**src/rtl/uart_tx_ctrl.sv**
```systemverilog
`default_nettype none
// ============================================================================
//  Module      : uart_tx_ctrl
//  Description : UART transmitter controller. Serialises one frame per
//                accepted request: start bit, DBIT data bits (LSB first),
//                optional parity bit and a stop period of SB_TICK ticks.
//                All bit timing is paced by a 16x-oversampling tick input.
//  Revision    : 1.0 - initial release
// ============================================================================
module uart_tx_ctrl #(
    parameter int DBIT    = 8,   // data bits per frame, 5..8
    parameter int SB_TICK = 16,  // stop period in ticks: 16, 24 or 32
    parameter int PAR_EN  = 0,   // 1 inserts a parity bit after the data
    parameter int PAR_ODD = 0    // 0 even parity, 1 odd parity
) (
    input  logic       clk,
    input  logic       reset,
    input  logic       s_tick,
    input  logic       tx_start,
    input  logic [7:0] din,
    output logic       tx,
    output logic       tx_busy,
    output logic       tx_done_tick
);

    // ------------------------------------------------------------------
    // Constants
    // ------------------------------------------------------------------
    // Last tick index of a start, data or parity bit (16 ticks per bit).
    localparam logic [4:0] BIT_LAST  = 5'd15;
    // Last tick index of the stop period.
    localparam logic [4:0] STOP_LAST = 5'(SB_TICK - 1);
    // Index of the final data bit.
    localparam logic [2:0] N_LAST    = 3'(DBIT - 1);
    // Mask selecting the data bits that take part in the parity sum.
    localparam logic [7:0] DIN_MASK  = 8'((1 << DBIT) - 1);
    // Parity seed: an odd-parity frame inverts the plain XOR of the data.
    localparam logic       PAR_SEED  = (PAR_ODD != 0);
    // Whether the parity state is part of the frame at all.
    localparam logic       USE_PAR   = (PAR_EN != 0);

    // ------------------------------------------------------------------
    // State encoding
    // ------------------------------------------------------------------
    typedef enum logic [2:0] {
        IDLE   = 3'd0,
        START  = 3'd1,
        DATA   = 3'd2,
        PARITY = 3'd3,
        STOP   = 3'd4
    } state_t;

    state_t      state_q, state_d;
    logic [4:0]  s_q,     s_d;      // tick counter within the current bit
    logic [2:0]  n_q,     n_d;      // data bit counter
    logic [7:0]  b_q,     b_d;      // shift register, bit 0 is on the line
    logic        p_q,     p_d;      // parity bit of the frame in flight
    logic        tx_q,    tx_d;     // registered serial line

    // State, counters, data and line register; reset returns to an idle line.
    always_ff @(posedge clk or posedge reset) begin
        if (reset) begin
            state_q <= IDLE;
            s_q     <= 5'd0;
            n_q     <= 3'd0;
            b_q     <= 8'd0;
            p_q     <= 1'b0;
            tx_q    <= 1'b1;
        end else begin
            state_q <= state_d;
            s_q     <= s_d;
            n_q     <= n_d;
            b_q     <= b_d;
            p_q     <= p_d;
            tx_q    <= tx_d;
        end
    end

    // Next-state, counter and datapath update; nothing moves without s_tick
    // except the request acceptance in IDLE.
    always_comb begin
        state_d      = state_q;
        s_d          = s_q;
        n_d          = n_q;
        b_d          = b_q;
        p_d          = p_q;
        tx_done_tick = 1'b0;

        case (state_q)
            IDLE: begin
                if (tx_start) begin
                    b_d     = din;
                    p_d     = (^(din & DIN_MASK)) ^ PAR_SEED;
                    s_d     = 5'd0;
                    state_d = START;
                end
            end

            START: begin
                if (s_tick) begin
                    if (s_q == BIT_LAST) begin
                        s_d     = 5'd0;
                        n_d     = 3'd0;
                        state_d = DATA;
                    end else begin
                        s_d = s_q + 5'd1;
                    end
                end
            end

            DATA: begin
                if (s_tick) begin
                    if (s_q == BIT_LAST) begin
                        s_d = 5'd0;
                        b_d = {1'b0, b_q[7:1]};
                        if (n_q == N_LAST) begin
                            state_d = USE_PAR ? PARITY : STOP;
                        end else begin
                            n_d = n_q + 3'd1;
                        end
                    end else begin
                        s_d = s_q + 5'd1;
                    end
                end
            end

            PARITY: begin
                if (s_tick) begin
                    if (s_q == BIT_LAST) begin
                        s_d     = 5'd0;
                        state_d = STOP;
                    end else begin
                        s_d = s_q + 5'd1;
                    end
                end
            end

            STOP: begin
                if (s_tick) begin
                    if (s_q == STOP_LAST) begin
                        // The completion pulse coincides with the last stop
                        // cycle, so the controller is still busy while it is
                        // high and a held request is taken in the next cycle.
                        state_d      = IDLE;
                        tx_done_tick = 1'b1;
                    end else begin
                        s_d = s_q + 5'd1;
                    end
                end
            end

            default: begin
                state_d = IDLE;
            end
        endcase
    end

    // Line value for the state being entered, so the pin is a plain flop
    // that changes on the same edge as the state.
    always_comb begin
        tx_d = 1'b1;
        case (state_d)
            IDLE:    tx_d = 1'b1;
            START:   tx_d = 1'b0;
            DATA:    tx_d = b_d[0];
            PARITY:  tx_d = p_d;
            STOP:    tx_d = 1'b1;
            default: tx_d = 1'b1;
        endcase
    end

    assign tx      = tx_q;
    assign tx_busy = (state_q != IDLE);

endmodule
`default_nettype wire

```
**config.mk**
```make
export PLATFORM = sky130hd
export DESIGN_NAME = uart_tx_ctrl
export DESIGN_NICKNAME = d
export VERILOG_FILES = /design/src/rtl/uart_tx_ctrl.sv
export SDC_FILE = /design/constraint.sdc
export NUM_CORES = 1
export LEC_CHECK = 0
export ABC_AREA = 1
export BUFFER_PORTS_ARGS = -buffer_cell sky130_fd_sc_hd__buf_2
export CORE_ASPECT_RATIO = 1.5
export CORE_MARGIN = 2
export CORE_UTILIZATION = 57
export CTS_BUF_LIST = sky130_fd_sc_hd__clkbuf_8
export DETAILED_ROUTE_END_ITERATION = 12
export PLACE_DENSITY = 0.79
export SLEW_MARGIN = 20
export SYNTH_ARGS = -nofsm -noshare
export SYNTH_HDL_FRONTEND = slang
export SYNTH_SLANG_ARGS = --single-unit
```
**constraint.sdc**
```tcl
create_clock -name clk -period 4.4 [get_ports clk]
set_clock_uncertainty 0.15 [all_clocks]
set_input_delay 1.1 -clock clk [delete_from_list [all_inputs] [get_ports clk]]
set_output_delay 1.1 -clock clk [all_outputs]
set_load 0.005 [all_outputs]
```
Word level (Yosys, flattened, before mapping)
Cells that the tools add are included.
- bits in registers: 21
- output and inout bits: 3
- word-level logic and storage cells: 70
- $add $sub $neg: 2
- equal/unequal tests: 18
- mux-type cells: 33
- reduce and logical (&&, ||, !) cells: 10
- operator list (operator ; number):
    $mux 3 ; 15
    $mux 5 ; 5
    $mux 8 ; 3
    $ne 2x2->1 const B ; 8
    $pmux 8 s2 ; 1
    $pmux 3 s5 ; 1
    $pmux 5 s3 ; 1
    $eq 3x2->1 const B ; 4
    $reduce_xor 8->1 ; 1
    $eq 3x1->1 const B ; 2
    $eq 3x3->1 const B ; 2
    $pmux 3 s2 ; 1
    $reduce_and 6->1 ; 1
    $reduce_bool 3->1 ; 2
    $add 5x1->5 const B ; 1
    $eq 5x4->1 const B ; 1
    $mux 1 ; 5
    $reduce_and 5->1 ; 1
    $reduce_and 4->1 ; 1
    $reduce_bool 2->1 ; 2
    $add 3x1->3 const B ; 1
    $logic_not 3->1 ; 1
    $pmux 1 s3 ; 1
    $reduce_or 3->1 ; 1
    $ne 2x1->1 const B ; 1

Depth between registers and ports, before layout
Gate-level depths: netlist (run 1).
- depth after elaboration: 7
- gate-level depth with buffers: 12

Worst setup path after synthesis (run 1)
Ideal clock, no wire load.
- path kind: input port to output port
- start point: input port s_tick
- end point: output port tx_done_tick
- arrival time: 1265 ps
- data required time: 3150 ps
- setup slack: 1885 ps
- stages: 2
- cells stage by stage: nand2_1 -> nor2_1
- cells in the longest elaborated chain, start to end: 2
- RTL lines (element ; line ; source):
    start: declaration ; 18 ; input logic s_tick,
    $mux 1 ; 139 ; if (s_tick) begin
    $mux 1 ; 89 ; case (state_q)
    end: declaration ; 23 ; output logic tx_done_tick
Every way passes these cells.

Final worst setup path (run 1)
- start point: register s_q[1]
- end point: output port tx_done_tick
- cells in the longest elaborated chain, start to end: 4
- RTL lines (element ; line ; source):
    start: declaration ; 54 ; logic [4:0] s_q, s_d;
    start signal: assignment ; 64 ; s_q <= 5'd0;
    start signal: assignment ; 71 ; s_q <= s_d;
    $eq 5x4->1 ; 140 ; if (s_q == STOP_LAST) begin
    $mux 1 ; 140 ;
    $mux 1 ; 139 ;
    $mux 1 ; 89 ;
Every way passes these cells.

==> results of run 1 <==
power by group through the flow:
stage	Sequential, uW	Combinational [uW]	Clock, uW
3_3_place_gp	318	241	0
4_1_cts	320	260	130
3_5_place_dp	324	257	0
6_report	321	256	125
2_1_floorplan	312	199	0
5_1_grt	327	302	135
final cells by class:
type | instances | share of cell area [%]
Tap cell | 24 | 1.89
Multi-Input combinational cell | 149 | 50.0
Clock inverter | 1 | 0.315
Inverter | 32 | 7.57
Sequential cell | 21 | 33.2
Clock buffer | 3 | 2.60
Timing Repair Buffer | 14 | 4.42
metal layers:
metal	part of all wire, %	GRT usage (%)	wire length (um)
met1	36	23.5	1090
met2	59	48.9	1770
met3	2.5	1.91	76
met4	1.8	8.82	55
met5	0	0	0
path summary, 6_finish.rpt:
kind	from	to	slack [ns]	depth (start not counted)
min in group asynchronous	reset	s_q[1]$_DFFE_PP0P_	0.83	2
setup / recovery	s_q[1]$_DFFE_PP0P_	tx_done_tick	1.44	7
setup reg to reg	s_q[1]$_DFFE_PP0P_	b_q[6]$_DFFE_PP0P_	2.29	8
hold / removal	b_q[2]$_DFFE_PP0P_	b_q[2]$_DFFE_PP0P_	0.34	2
max in group asynchronous	reset	b_q[0]$_DFF_PP0_	2.77	2
hold reg to reg	b_q[2]$_DFFE_PP0P_	b_q[2]$_DFFE_PP0P_	0.34	2
stage by stage:
step	total power, uW	hold WS [ns]	utilization [%]	cells
3_5_place_dp	581	0.321	63.6	240
4_1_cts	709	0.338	65.5	244
2_1_floorplan	511	0.293	-	203
6_report	702	0.337	65.5	244
5_1_grt	765	0.359	65.5	244
3_3_place_gp	559	0.309	63.6	240
cell usage after synthesis:
cell | number | share of area (%)
a21boi_0 | 1 | 0.52
a22oi_1 | 6 | 3.1
buf_6 | 1 | 0.78
dfrtp_1 | 20 | 34
dfstp_2 | 1 | 1.8
ha_1 | 6 | 5.2
inv_1 | 29 | 7.5
inv_2 | 3 | 0.78
nand2_1 | 66 | 17
nand2_2 | 1 | 0.43
nand2_4 | 3 | 2.3
nand3_1 | 12 | 4.1
nand3_2 | 1 | 0.69
nor2_1 | 16 | 4.1
nor2_2 | 4 | 1.7
nor2_4 | 3 | 2.3
nor3_1 | 3 | 1.0
o211ai_1 | 1 | 0.52
o21a_1 | 1 | 0.52
o21ai_0 | 13 | 4.5
o21ai_1 | 4 | 1.4
o21ai_2 | 3 | 1.8
o221ai_2 | 1 | 1.0
or2_1 | 1 | 0.43
xnor2_1 | 1 | 0.60
xor2_1 | 2 | 1.2
critical path: cells and delay by family, from the launching register on:
family / cells / cell delay (ns)
simple gates: 4 / 0.47
flops: 1 / 0.38
buf+inv: 1 / 0.12
fa+ha+maj: 2 / 0.48
logic make-up after synthesis:
| logic type | synth area share, % |
|---|---|
| AND/OR/NAND/NOR | 34.3 |
| buffers and inverters | 9.05 |
| AO/OA/AOI/OAI | 13.4 |
| flip-flops | 36.3 |
| adder cells (fa/ha/maj) | 5.17 |
| XOR/XNOR | 1.81 |
sequential cells by signal, summed over array words and instances (netlist names):
signal	count
n_q	3
b_q	8
s_q	5
tx	1
p_q	1
state_q	3
cells in the final DEF (no fill, tap or decap), drive strengths merged:
master  instances
nand2          70
nor2           23
clkinv          1
dfstp           1
o221ai          1
o21a            1
buf            14
clkbuf          3
nand3          13
a22oi           6
nor3            3
ha              6
o21ai          20
a21boi          1
xnor2           1
dfrtp          20
o211ai          1
or2             1
inv            32
xor2            2
==> out/qor.txt, run 1 <==
Outcome: finished clean
Fill cell count: 229
H-tree depth: 1
Crit-path cells: ha_1 > nand2_1 > nor2_1 > ha_1 > nand2_1 > nor2_1 > buf_2
Num CTS Buffers: 3
Core area: 2420 um^2
PnR worst setup slack: 1.44 ns
#FFs+latches synth: 21
Clk Latency, worst-skew pair: 0.26 ns
Number of remaining DRC errors: 0
Post-synthesis sequential area ratio: 36.3%
Net Sw Frac: 38.9%
Mapped Cells: 203
Sequential Power Share: 45.7%
Worst Tran Pin Value: 0.800 ns
N_diodes: 0
Final number of setup-violating endpoints: 0
Slew HR: 46.6%
Fraction of the cycle the final worst path needs: 67.3%
Max Cap Viol: 0
Clk pin slew, worst setup/hold paths: 0.07 ns
Maximum vdd ir drop: 0.359 mV
Fmax: 338 MHz
HP Class: register to register
Pint: 429 uW
Slowest-stage cell, CP: dfrtp_1
Global-route wire length before repair: 5.32 mm
Number of global-route vias before repair: 1380
Share of cells above drive strength 1: 17.3%
Final estimated routing congestion in global placement: 0.863
Minimum clock period: 2.96 ns
Hpwl dp: 2.51 mm
RSZ-0062 raised after global routing: no
Clk buf depth: 2
Clock power frac: 17.9%
Syn Nets: 221
Chip width: 45.2 um
Hold_buf cts: 0
Required @ worst endpoint: 3.15 ns
Final hold violations: 0
CTS root buf: clkbuf_8
Die area: 2970 um^2
Total Routing Usage GR: 24.2%
Setup Buffers After CTS: 0
Pins over their slew limit: 0
Resize count post-CTS: 0
Number of vias per cell: 5.53
Arr. time, crit path: 1.71 ns
Worst path max stage delay: 0.38 ns
Worst setup SP type: register
Area of the multi-input gates: 793 um^2
Post-placement cell area: 1540 um^2
Die Span Y: 65.8 um
Largest net degree at the start of global routing: 22
Area added between synthesis and finish: 9.31%
DRT Wirelength: 3.00 mm
Mapped Area: 1450 um^2
Row cnt: 22
Syn. warnings: 0
Pwr dens: 443 nW/um^2
Grt ovf: 0
# IOs: 15
Initial antenna violation count: 0
Initial DRT Pass Iterations: 4
Final net count: 239
Distinct cells, synth: 26
Worst setup path category: register to primary output
Starting Density: 59.9%
Leak: 0.000889 uW
Synthesized area per cell: 7.15 um^2
PortBufs: 14
DR vias: 1349
CP Capture Type: primary output
Comb power frac: 36.5%
Drt initial violations: 24
FF+latch area: 527 um^2
Place WS: 1.67 ns
Routed length per placed instance: 12.3 um
Setup_tns: 0 ns
Post-route cell area: 1590 um^2
Sink Count: 21
CTS tree: built
Net Sw Power: 273 uW
Worst-path fanout max: 3
Routed Antenna Nets: 0
Note: power is estimated with default switching activity, not from simulation.
==> run 2: changes to the inputs <==
- ABC_AREA: 1 -> 0
- CORE_UTILIZATION: 57 -> 53
- PLACE_DENSITY: 0.79 -> 0.78
- clock period: 4.4 -> 2.5 ns (I/O delays scaled with it)
==> run 2 against run 1 <==
Against the previous run:
- sequential power is 72% higher
- area after synthesis is 16% lower
- critical endpoint is now s_q[2]$_DFFE_PP0P_
- count of clock-buffer cells in the layout stayed put
- worst hold slack better by 0.012 ns
- design area is 11% lower
- core utilization is 1.5 points lower
- critical path type is now register to register
- cell count is 29% lower
- combinational power is 110% higher
- synthesized cell count is 36% lower
==> out/qor.txt, run 2 <==
Outcome: finished clean
Largest net degree at the start of global routing: 22
Number of remaining DRC errors: 0
Total Routing Usage GR: 18.8%
Sequential Power Share: 41.9%
Arr. time, crit path: 2.48 ns
Chip width: 43.2 um
Largest register by flop count: b_q
Final net count: 169
Max Cap Viol: 0
Most frequent CP cell: ha_2
Area contributors post-synth: dfrtp_1, ha_1, xnor2_1
Fmax: 410 MHz
Non-filler cells, final: 173
# IOs: 15
Post-placement cell area: 1330 um^2
Prevailing post-synth register cell: dfrtp_1
Area added between synthesis and finish: 15.8%
Slowest-stage cell, CP: or4b_1
Hpwl dp: 1.81 mm
Worst setup SP type: register
CTS root buf: clkbuf_8
Net Sw Power: 478 uW
Initial antenna violation count: 0
Initial DRT Pass Iterations: 4
FFs w/ async S/R, synth: 100%
Count leader, synth: dfrtp_1
Dpl cells: 167
HP Class: input port to async pin
Clk pin slew, worst setup/hold paths: 0.08 ns
Die area: 2710 um^2
Final hold violations: 0
Num CTS Buffers: 3
Grt ovf: 0
PortBufs: 14
Minimum clock period: 2.44 ns
Mapped Area: 1220 um^2
Mapped Cells: 130
Synthesized area per cell: 9.38 um^2
DR vias: 1010
Commonest non-fill, non-tap cell in the layout: dfrtp_1
Number of global-route vias before repair: 971
Final estimated routing congestion in global placement: 0.818
Routed length per placed instance: 13.8 um
Leak: 0.000649 uW
Maximum vdd ir drop: 0.675 mV
Required @ worst endpoint: 2.55 ns
Hold_buf cts: 0
DRT Wirelength: 2.39 mm
Post-synthesis sequential area ratio: 43.2%
Global-route wire length before repair: 3.97 mm
Pins over their slew limit: 0
Area share of the largest cell type after synthesis: 41.0%
Starting Density: 55.3%
Routed Antenna Nets: 0
Syn Nets: 148
Top flop regs: b_q x8, s_q x5
Most frequent cells in the layout: dfrtp_1, nand2_1, buf_2
Clk buf depth: 2
Clock power frac: 16.6%
Largest register FFs: 8
EDFF count, synth: 0
Drt initial violations: 43
Worst Tran Pin Value: 0.784 ns
Fraction of the cycle the final worst path needs: 97.5%
N_diodes: 0
Crit-path cells: ha_2 > and3_4 > ha_2 > or4b_4 > o21ai_2 > a21oi_4 > or4b_1 > nand2_1
Die Span Y: 62.8 um
Worst path max stage delay: 0.52 ns
Comb power frac: 41.5%
Pint: 842 uW
Number of vias per cell: 5.84
Sink Count: 21
Final number of setup-violating endpoints: 0
#FFs+latches synth: 21
Share of cells above drive strength 1: 24.0%
Row cnt: 21
CTS tree: built
Area leader, netlist: dfrtp_1
Syn. warnings: 0
H-tree depth: 1
CP Capture Type: register
Pwr dens: 934 nW/um^2
Worst-path fanout max: 6
Net Sw Frac: 36.2%
Distinct cells, synth: 41
Worst setup path category: register to register
Post-route cell area: 1410 um^2
Clk Latency, worst-skew pair: 0.26 ns
Most frequent cells after synthesis: dfrtp_1, nand2_1, inv_1, nor2_1, o21ai_0
Core area: 2210 um^2
Slew HR: 47.7%
[run 2: cell count changes after synthesis, moves of 4 or more]
cell / previous run / this run
a21oi_1: 0 / 4
a22oi_1: 6 / 2
nand2_1: 66 / 14
xnor2_1: 1 / 7
nor2_2: 4 / 0
a222oi_1: 0 / 6
nor2_1: 16 / 10
nand3_1: 12 / 6
inv_1: 29 / 10
[run 2: worst max-delay path, delay by kind of cell (launching register included)]
family	cells	cell delay [ns]
flip-flops	1	0.39
AND/OR/NAND/NOR	4	1.27
AO/OA/AOI/OAI	2	0.19
adder cells (fa/ha/maj)	2	0.38
[run 2: final timing paths]
| check | startpoint | endpoint | slack, ns | cells past startpoint |
|---|---|---|---|---|
| worst max-delay path | s_q[0]$_DFFE_PP0P_ | s_q[2]$_DFFE_PP0P_ | 0.06 | 8 |
| worst min register to register | p_q$_DFF_PP0_ | p_q$_DFF_PP0_ | 0.36 | 2 |
| worst min-delay path | reset | state_q[0]$_DFF_PP0_ | 0.35 | 2 |
| worst max register to register | s_q[0]$_DFFE_PP0P_ | s_q[2]$_DFFE_PP0P_ | 0.06 | 8 |
| max in group asynchronous | reset | b_q[2]$_DFFE_PP0P_ | 1.36 | 2 |
| min in group clk | p_q$_DFF_PP0_ | p_q$_DFF_PP0_ | 0.36 | 2 |
[run 2: kinds of logic after synthesis]
group	Yosys count	share of synthesized area (%)
adder cells (fa/ha/maj)	6	6.15
XOR/XNOR	7	5.03
multiplexers	4	3.38
AO/OA/AOI/OAI	30	16.9
flip-flops	21	43.2
buffers and inverters	15	5.44
AND/OR/NAND/NOR	47	19.9
[run 2: timing repair]
action                     in CTS  in global routing
pin swaps                       1                  0
gates cloned                    0                  0
setup endpoints to repair       2                  8
buffers inserted                2                  0
resized for setup               1                  4
[run 2: final cells by class]
cell class	count	area (um^2)
Clock inverter	1	5.00
Multi-Input combinational cell	94	651
Sequential cell	21	527
Inverter	10	37.5
Fill cell	185	795
Tap cell	23	28.8
Clock buffer	3	41.3
Timing Repair Buffer	21	123
[run 2: layer usage]
metal | track usage [%] | up-vias | wire, um
li1 | - | 505 | -
met3 | 3.76 | 2 | 80
met1 | 21.4 | 487 | 1030
met4 | 4.55 | 0 | 16
met5 | 0 | - | 0
met2 | 34.5 | 16 | 1260
[run 2: metrics by stage]
| step | power, uW | worst slack, ns | hold WS, ns | util, % | setup TNS, ns |
|---|---|---|---|---|---|
| after detailed placement | 1060 | -0.0582 | 0.329 | 60.1 | -0.0582 |
| after CTS | 1310 | 0.00317 | 0.348 | 63.2 | 0 |
| after floorplan | 926 | 0.0593 | 0.299 | - | 0 |
| after global placement | 1030 | 0.0622 | 0.313 | 60.1 | 0 |
| after global routing | 1420 | -0.000838 | 0.377 | 64.0 | -0.000838 |
| final | 1320 | 0.0623 | 0.348 | 64.0 | 0 |
[run 2: power by group through the flow]
stage	clock, uW	combinational (uW)	sequential (uW)
detailed placement	0	503	561
global route	237	616	566
floorplan	0	396	529
global placement	0	477	554
CTS	223	535	551
finish	220	547	553
